File: config.mk
export PLATFORM = sky130hd
export DESIGN_NAME = fixed_point_iterative_divider
export DESIGN_NICKNAME = d
export VERILOG_FILES = /design/src/rtl/fixed_point_iterative_pkg.sv /design/src/rtl/fixed_point_iterative_divider_datapath.sv /design/src/rtl/fixed_point_iterative_divider.sv
export SDC_FILE = /design/constraint.sdc
export NUM_CORES = 1
export LEC_CHECK = 0
export ABC_AREA = 1
export CAP_MARGIN = 20
export CELL_PAD_IN_SITES_DETAIL_PLACEMENT = 1
export CELL_PAD_IN_SITES_GLOBAL_PLACEMENT = 1
export CORE_UTILIZATION = 43
export CTS_CLUSTER_DIAMETER = 80
export CTS_CLUSTER_SIZE = 10
export DETAILED_ROUTE_END_ITERATION = 10
export PLACE_DENSITY = 0.86
export SETUP_SLACK_MARGIN = 0.4
export SYNTH_ARGS = -nofsm -noshare
export SYNTH_HDL_FRONTEND = slang
export SYNTH_SLANG_ARGS = --single-unit
export TNS_END_PERCENT = 50
File: constraint.sdc
create_clock -name clk -period 6.4 [get_ports clk]
set_input_delay 1.28 -clock clk [delete_from_list [all_inputs] [get_ports clk]]
set_output_delay 1.28 -clock clk [all_outputs]
set_load 0.02 [all_outputs]
File: src/rtl/fixed_point_iterative_pkg.sv
// Shared definitions for the iterative fixed-point divider.
// state_t : control FSM encoding (IDLE / CALC / DONE), 2 bits wide.
package fixed_point_iterative_pkg;

  typedef enum logic [1:0] {
    IDLE = 2'd0,
    CALC = 2'd1,
    DONE = 2'd2
  } state_t;

endpackage

File: src/rtl/fixed_point_iterative_divider_datapath.sv
// Datapath of the iterative fixed-point divider: operand magnitudes,
// restoring shift-subtract loop (one quotient bit per step), sign fix-up
// and divide-by-zero result selection.
// Ports:
//   clk, reset : clock, asynchronous active-high reset
//   load_i     : capture a_i / b_i and initialise the loop
//   step_i     : perform one shift-subtract iteration
//   last_i     : final iteration; register the fixed-up quotient into c_o
//   a_i, b_i   : dividend / divisor (n bits, d fractional bits)
//   c_o        : quotient, held until the next final iteration
module fixed_point_iterative_divider_datapath #(
  parameter int n    = 32,
  parameter int d    = 16,
  parameter int sign = 1
) (
  input  logic         clk,
  input  logic         reset,
  input  logic         load_i,
  input  logic         step_i,
  input  logic         last_i,
  input  logic [n-1:0] a_i,
  input  logic [n-1:0] b_i,
  output logic [n-1:0] c_o
);

  localparam int QW = n + d;

  // Dividend shifts out of the top while quotient bits shift in at the bottom.
  logic [QW-1:0] dvd_q;
  // Remainder is always below the divisor (<= 2^(n-1)), so n bits suffice.
  logic [n-1:0]  rem_q;
  logic [n:0]    div_q;
  logic          neg_q;
  logic          a_neg_q;
  logic          bz_q;
  logic [n-1:0]  c_q;

  logic [n:0]    rem_sh;
  logic          qbit;

  // n+1 bits so the most-negative operand's magnitude 2^(n-1) is representable.
  function automatic logic [n:0] mag(input logic [n-1:0] x);
    logic [n:0] ext;
    ext = {(sign != 0) & x[n-1], x};
    if ((sign != 0) && x[n-1]) mag = -ext;
    else                       mag = ext;
  endfunction

  function automatic logic [n-1:0] fixup(input logic [n-1:0] q,
                                         input logic neg,
                                         input logic bz,
                                         input logic an);
    if (bz) begin
      // Divide-by-zero saturates toward the dividend's sign.
      if (sign == 0)  fixup = '1;
      else if (an)    fixup = {1'b1, {(n-1){1'b0}}};
      else            fixup = {1'b0, {(n-1){1'b1}}};
    end else if (neg) begin
      fixup = -q;
    end else begin
      fixup = q;
    end
  endfunction

  assign rem_sh = {rem_q, dvd_q[QW-1]};
  assign qbit   = (rem_sh >= div_q);

  always_ff @(posedge clk or posedge reset) begin
    if (reset) begin
      dvd_q   <= '0;
      rem_q   <= '0;
      div_q   <= '0;
      neg_q   <= 1'b0;
      a_neg_q <= 1'b0;
      bz_q    <= 1'b0;
      c_q     <= '0;
    end else if (load_i) begin
      // Magnitude never exceeds 2^(n-1), so dropping its top bit is lossless.
      dvd_q   <= QW'({mag(a_i), {d{1'b0}}});
      div_q   <= mag(b_i);
      rem_q   <= '0;
      neg_q   <= (sign != 0) && (a_i[n-1] ^ b_i[n-1]);
      a_neg_q <= (sign != 0) && a_i[n-1];
      bz_q    <= (b_i == '0);
    end else if (step_i) begin
      rem_q <= n'(qbit ? rem_sh - div_q : rem_sh);
      dvd_q <= {dvd_q[QW-2:0], qbit};
      if (last_i) c_q <= fixup({dvd_q[n-2:0], qbit}, neg_q, bz_q, a_neg_q);
    end
  end

  assign c_o = c_q;

endmodule

File: src/rtl/fixed_point_iterative_divider.sv
// Iterative fixed-point divider: c = trunc((a * 2^d) / b), low n bits kept.
// A control FSM (IDLE -> CALC for n+d cycles -> DONE) sequences the
// shift-subtract datapath; valid/ready handshakes on both sides.
// Ports:
//   clk, reset         : clock, asynchronous active-high reset
//   recv_rdy, recv_val : operand handshake (accept in IDLE only)
//   a, b               : dividend, divisor (n bits, d fractional bits)
//   send_rdy, send_val : result handshake (valid in DONE only)
//   c                  : quotient, stable from DONE until next accept
module fixed_point_iterative_divider
  import fixed_point_iterative_pkg::*;
#(
  parameter int n    = 32,
  parameter int d    = 16,
  parameter int sign = 1
) (
  input  logic         clk,
  input  logic         reset,
  output logic         recv_rdy,
  input  logic         recv_val,
  input  logic [n-1:0] a,
  input  logic [n-1:0] b,
  input  logic         send_rdy,
  output logic         send_val,
  output logic [n-1:0] c
);

  localparam int            CW       = $clog2(n + d);
  localparam logic [CW-1:0] LAST_CNT = CW'(n + d - 1);

  state_t        state_q, state_d;
  logic [CW-1:0] cnt_q, cnt_d;
  logic          load, step, last;

  always_ff @(posedge clk or posedge reset) begin
    if (reset) begin
      state_q <= IDLE;
      cnt_q   <= '0;
    end else begin
      state_q <= state_d;
      cnt_q   <= cnt_d;
    end
  end

  always_comb begin
    state_d  = state_q;
    cnt_d    = cnt_q;
    recv_rdy = 1'b0;
    send_val = 1'b0;
    load     = 1'b0;
    step     = 1'b0;
    last     = 1'b0;
    unique case (state_q)
      IDLE: begin
        recv_rdy = 1'b1;
        if (recv_val) begin
          load    = 1'b1;
          cnt_d   = '0;
          state_d = CALC;
        end
      end
      CALC: begin
        step = 1'b1;
        if (cnt_q == LAST_CNT) begin
          last    = 1'b1;
          cnt_d   = '0;
          state_d = DONE;
        end else begin
          cnt_d = cnt_q + CW'(1);
        end
      end
      DONE: begin
        send_val = 1'b1;
        if (send_rdy) state_d = IDLE;
      end
      default: state_d = IDLE;
    endcase
  end

  fixed_point_iterative_divider_datapath #(
    .n    (n),
    .d    (d),
    .sign (sign)
  ) u_datapath (
    .clk    (clk),
    .reset  (reset),
    .load_i (load),
    .step_i (step),
    .last_i (last),
    .a_i    (a),
    .b_i    (b),
    .c_o    (c)
  );

endmodule

==> summary.md <==
| Metric | Value |
|---|---|
| Worst EP required | 6750 ps |
| I/O Buffers | 101 |
| Worst hold path type | reg -> reg |
| Register area share after synthesis | 36.10% |
| Final hold vios | 0 |
| Post-Place Cell Area | 12130 sq um |
| Number of synthesized flops with an enable pin | 0 |
| CTS Buffer Depth | 2 |
| CTS tree | built |
| GPL Wtd Cong | 0.9542 |
| Std-Cell Rows | 57 |
| Slew Viols, Final | 0 |
| Synth warn | 0 |
| CTS Buf Count | 17 |
| Sequential cell area | 3904 sq um |
| Final setup viols | 0 |
| First-pass GRT wire length | 60.08 mm |
| Predominant post-synthesis flop cell | dfrtp_1 |
| RSZ-0062 raised after global routing | false |
| P&R area growth vs syn | 17.69% |
| Slew headroom | 27.62% |
| Final Cycle Share | 64.51% |
| Multi-input gate area | 5961 sq um |
| Power per cell area | 566.8 nW/um^2 |
| Leakage Power | 5.900 nW |
| Mapped Area | 10810 sq um |
| Max_cap viols | 0 |
| Syn Nets | 1607 |
| CTS root buf | clkbuf_16 |
| Setup_tns | 0 ps |
| Antenna violations before repair | 1 |
| Design Power | 0.007213 W |
| Post-synthesis async set-or-reset flop share | 100.0% |
| Grt ovf | 0 |
| Clk_lat worst skew | 440 ps |
| Nets@finish | 1683 |
| Diodes inserted | 0 |
| Vias in the first global route | 11.40k |
| Final-layout fill cell count | 3080 |
| Synth unique cells | 53 |
| Via count | 10.98k |
| Critical Path Start Type | flip-flop |
| # IOs | 102 |
| Worst Setup End Kind | flip-flop |
| Hold_ws | 487.1 ps |
| Hold_buf cts | 0 |
| Post CTS Setup Buffer Count | 0 |
| TritonCTS sink count | 156 |
| Routed len/inst | 19.04 um |
| # DRC | 0 |
| HPWL after DPL | 26.16 mm |
| Slew of the pin with the lowest slew margin | 1077 ps |
| Syn Area/Cell | 7.205 sq um |
| Post-CTS Resized | 0 |
| CTS H-tree lvls | 4 |
| Clk slew on worst S/H paths | 70 ps |
| Die area | 25790 sq um |
| Final wirelength | 36.44 mm |
| Synth Instances | 1501 |
| Router iterations before antenna repair | 4 |
| Vias per cell | 5.735 |
| Iter 0 DRT Violations | 704 |
| Max Freq | 0.2422 GHz |
| Final Cell Area | 12730 sq um |
| Worst EP arrival | 4480 ps |
| Die X | 160.6 um |
| Worst vdd ir | 0.1887 mV |
| CORE AREA | 24460 sq um |
| Flops & latches, synth | 156 |
| Largest net degree at the start of global routing | 79 |
| Chip height | 160.6 um |
| Initial Util | 44.21% |
| Status | finished, final reports clean |
| Tot GR Track Use | 29.12% |
| Worst Clk Skew | 15.98 ps |
| Final Critical Period | 4128 ps |
| Fin util | 52.03% |
| Ratio of cells with drive above 1 in the final layout | 6.541% |
| Crit path kind | reg -> reg |
| CP max FO | 55 |
| Routed Antenna Nets | 0 |
## per-layer routing
metal	vias up	part of all wire [%]	track usage, %	routed length, um
li1	5186	-	-	-
met1	5429	48	41.53	17430
met2	303	46	46.12	16580
met3	58	4.7	3.590	1716
met4	0	1.9	8.658	708
met5	-	0	0	0
## where the power goes
group | leakage [nW] | switching [W] | internal, W | total, W
combinational | 3.68 | 0.00280 | 0.00156 | 0.00436
sequential | 1.93 | 0.000335 | 0.00146 | 0.00180
clock | 0.282 | 0.000468 | 0.000583 | 0.00105
total | 5.90 | 0.00360 | 0.00361 | 0.00721
## per-stage QoR
stage               instances  setup WS (ps)
floorplan                1501          913.5
global placement         1881           2551
detailed placement       1882           2419
CTS                      1914           2337
global route             1914           1914
finish                   1914           2272
## registers in the layout (all words and copies together), names as in the netlist
signal	cells
cnt_q	6
state_q	2
u_datapath.a_neg_q	1
u_datapath.bz_q	1
u_datapath.c_o	32
u_datapath.div_q	33
u_datapath.dvd_q	48
u_datapath.neg_q	1
u_datapath.rem_q	32
## kinds of logic after synthesis
kind of cell	count (synthesis)	share of synthesized area, %
AO/OA/AOI/OAI	344	19.13
AND/OR/NAND/NOR	671	28.01
buffers and inverters	250	8.897
flip-flops	156	36.10
XOR/XNOR	42	3.402
adder cells (fa/ha/maj)	38	4.466
## Yosys cell counts (all sizes together), types with 2 or more instances
library cell / n / area [sq um]
nand3: 129 / 670.7
o21ai: 123 / 615.6
nor2: 151 / 599.3
clkbuf: 37 / 138.9
o211ai: 8 / 60.06
nor3: 27 / 205.2
o21bai: 10 / 78.82
a2bb2oi: 26 / 227.7
a22oi: 18 / 135.1
buf: 21 / 100.1
a21boi: 6 / 45.04
ha: 37 / 462.9
or2: 10 / 62.57
o21a: 2 / 15.01
xnor2: 9 / 78.83
inv: 190 / 715.7
xor2: 33 / 289.0
a31oi: 5 / 31.28
nand2: 322 / 1234
o221ai: 15 / 131.4
clkinv: 2 / 7.510
dfrtp: 156 / 3904
o31ai: 6 / 45.04
nor4: 3 / 18.77
a32o: 2 / 20.02
o22ai: 32 / 200.2
a21oi: 90 / 454.2
nand3b: 8 / 85.08
nand4: 18 / 133.9
## critical path, cell delays in order, from the launching register on
cell and delay, ps:
dfrtp_1 370, inv_1 120, ha_1 330, nand2_1 180, inv_2 40, nand2_1 60
nand2_1 60, nand2_1 80, nand2_1 70, nand2_1 80, nand3_2 120, nand2_2 140
nand2_4 310, inv_4 280, ha_1 280, nand4_1 120, o31ai_1 890, nand2_1 100
nand2_1 100, nand3_1 100, a2bb2oi_1 190
## path summary, 6_finish.rpt
| check | start | endpoint | slack [ps] | depth (start not counted) |
|---|---|---|---|---|
| max reg2reg | u_datapath.div_q[3]$_DFFE_PP0P_ | u_datapath.c_o[30]$_DFFE_PP0P_ | 2270 | 20 |
| min reg2reg | u_datapath.div_q[12]$_DFFE_PP0P_ | u_datapath.div_q[12]$_DFFE_PP0P_ | 490 | 2 |
| min in group asynchronous | reset | u_datapath.c_o[3]$_DFFE_PP0P_ | 1370 | 2 |
| min | u_datapath.div_q[12]$_DFFE_PP0P_ | u_datapath.div_q[12]$_DFFE_PP0P_ | 490 | 2 |
| max in group asynchronous | reset | u_datapath.div_q[24]$_DFFE_PP0P_ | 3970 | 3 |
| max | u_datapath.div_q[3]$_DFFE_PP0P_ | u_datapath.c_o[30]$_DFFE_PP0P_ | 2270 | 20 |
## cell usage in the layout (no fill, tap or decap), types with 33 or more instances in the layout
cell             netlist  final
clkdlybuf4s50_1        0    101
o21ai_0              106    106
a21oi_1               89     89
inv_1                176    175
dfrtp_1              156    156
nand2_1              316    316
nor2_1               144    141
ha_1                  37     37
nand3_1              124    124
xor2_1                33     33
## final cells by class
type                    instances  area share [%]
multi-input cells            1095           46.83
flip-flops and latches        156           30.67
repair buffers                115           8.926
inverters                     192           5.722
clock buffers                  18           3.372
well taps                     324           3.185
clock inverters                14           1.288
Power figures use the tool's default switching activity.
==> variant, RTL diff (config.mk and constraints unchanged) <==
`sign` is set to 1 in 2 places; all go to 0.
--- a/src/rtl/fixed_point_iterative_divider_datapath.sv
+++ b/src/rtl/fixed_point_iterative_divider_datapath.sv
@@ -11,7 +11,7 @@
 module fixed_point_iterative_divider_datapath #(
   parameter int n    = 32,
   parameter int d    = 16,
-  parameter int sign = 1
+  parameter int sign = 0
 ) (
   input  logic         clk,
   input  logic         reset,
--- a/src/rtl/fixed_point_iterative_divider.sv
+++ b/src/rtl/fixed_point_iterative_divider.sv
@@ -12,7 +12,7 @@
 #(
   parameter int n    = 32,
   parameter int d    = 16,
-  parameter int sign = 1
+  parameter int sign = 0
 ) (
   input  logic         clk,
   input  logic         reset,
Function: same outputs for any inputs over 10 cycles, from zero or initial values and one cycle with reset high; that may be too few to reach the edited logic, so the function may still have changed.
==> variant against the original RTL <==
Critical path depth fell by 9; sequential cell count is 3 lower; setup slack improved by 490 ps; synthesized area fell by 15%; core utilization up 1.5 points; final area decreased by 14%; routed wire length shrank 21%; power shrank 2.6%; clock power increased by 4%; critical path type unchanged; largest power group unchanged; highest routed layer unchanged.
==> variant: results (changes against the original RTL) <==
status finished, final reports clean; worst hold slack 484 ps (-3.16 ps); Synth Area in Adders 0.0474 (+0.00270); inverters 233 (+21%); sequential-to-total area share from yosys stat 0.419 (+0.0579); largest net degree at the start of global routing 111 (+41%); fraction of area in multi-input gates 0.384 (-0.0847); r2r setup slk 2770 ps (+490 ps); R2R depth 11 (-45%); fraction of area in registers 0.348 (+0.0412); first-pass GRT wire length 47.7 mm (-21%); Crit-path slowest cell nand2_2; placed cell count 1588 (-16%); clk tree area frac 0.0579 (+0.0113); slowest stage delay, CP 810 ps (-80 ps); worst setup path endpoint u_datapath.rem_q[29]; vias in the first global route 9240 (-19%); share of cells above drive strength 1 0.0570 (-0.00841); DRT Wirelength 28.8 mm (-21%); maximum fanout along the worst path 33 (-40%); gpl congestion 0.875 (-8.3%); xor/xnor share of the synthesized area 0.0144 (-0.0196); number of multi-input logic gates 823 (-25%); Worst Path Arrival 4020 ps (-460 ps); number of synthesized register bits 153 (-1.9%); GR Util All Layers 0.280 (-0.0117); synth top area cells dfrtp_1 42%, nand2_1 18%, inv_1 9.3%, ha_1 4.5%, nand3_1 4.3%; Ys Warns 0 (unchanged); dpl cell area 0.0103 sq mm (-15%); top-area cell type share of the netlist area 0.419 (+0.0579); worst setup path startpoint u_datapath.rem_q[16]; most frequent cells after synthesis 438 x nand2_1, 227 x inv_1, 153 x dfrtp_1; hold worst-path end u_datapath.dvd_q[32]; number of DRC markers in iteration 0 406 (-42%); initial antenna violation count 0 (-1); clock skew 14.4 ps (-1.56 ps); LEAKAGE 5.81 nW (-1.6%); Synthesized Nets 1353 (-16%); DIE WIDTH 148 um (-8.0%); Sw Pwr 3.56 mW (-1.3%); vias 8497 (-23%); Yosys cell types 39 (-26%); routed len/inst 17.8 um (-6.7%); DPL Wire Length 19.3 mm (-26%); Hold Path Stages 2 (unchanged); Setup WS pre-CTS 2740 ps (+322 ps); r2r endpoint u_datapath.rem_q[29]; VDD IR max 0.245 mV (+30%); Compound-Gate Fraction of Synth Area 0.0982 (-0.0931); Mapped Avg Cell Area 7.31 sq um (+1.4%); area of the multi-input gates 0.00422 sq mm (-29%); hold_sp u_datapath.dvd_q[32]; highest clock rate 275 MHz (+14%); Slew @ Worst Pin 863 ps (-213 ps)
==> variant: changes by cell type after synthesis, moves of 45 or more <==
cell	before	now
nand2_1	316	438
inv_1	176	227
nand3_1	124	79
nor2_1	144	48
o21ai_0	106	54
a21oi_1	89	14
==> variant: layer usage <==
layer  track usage  wire [um]  part of all wire
met1         0.364      12900              0.45
met2         0.472      14200              0.49
met3        0.0478       1200             0.042
met4        0.0902        553             0.019
met5             0          0                 0
==> variant: power by group through the flow <==
| stage | Sequential (mW) | Combinational (mW) | Clock, mW |
|---|---|---|---|
| 5_1_grt | 1.74 | 4.80 | 1.14 |
| 3_5_place_dp | 1.68 | 4.13 | 0 |
| 6_report | 1.69 | 4.24 | 1.09 |
| 3_3_place_gp | 1.66 | 3.96 | 0 |
| 4_1_cts | 1.69 | 4.24 | 1.11 |
| 2_1_floorplan | 1.67 | 3.04 | 0 |
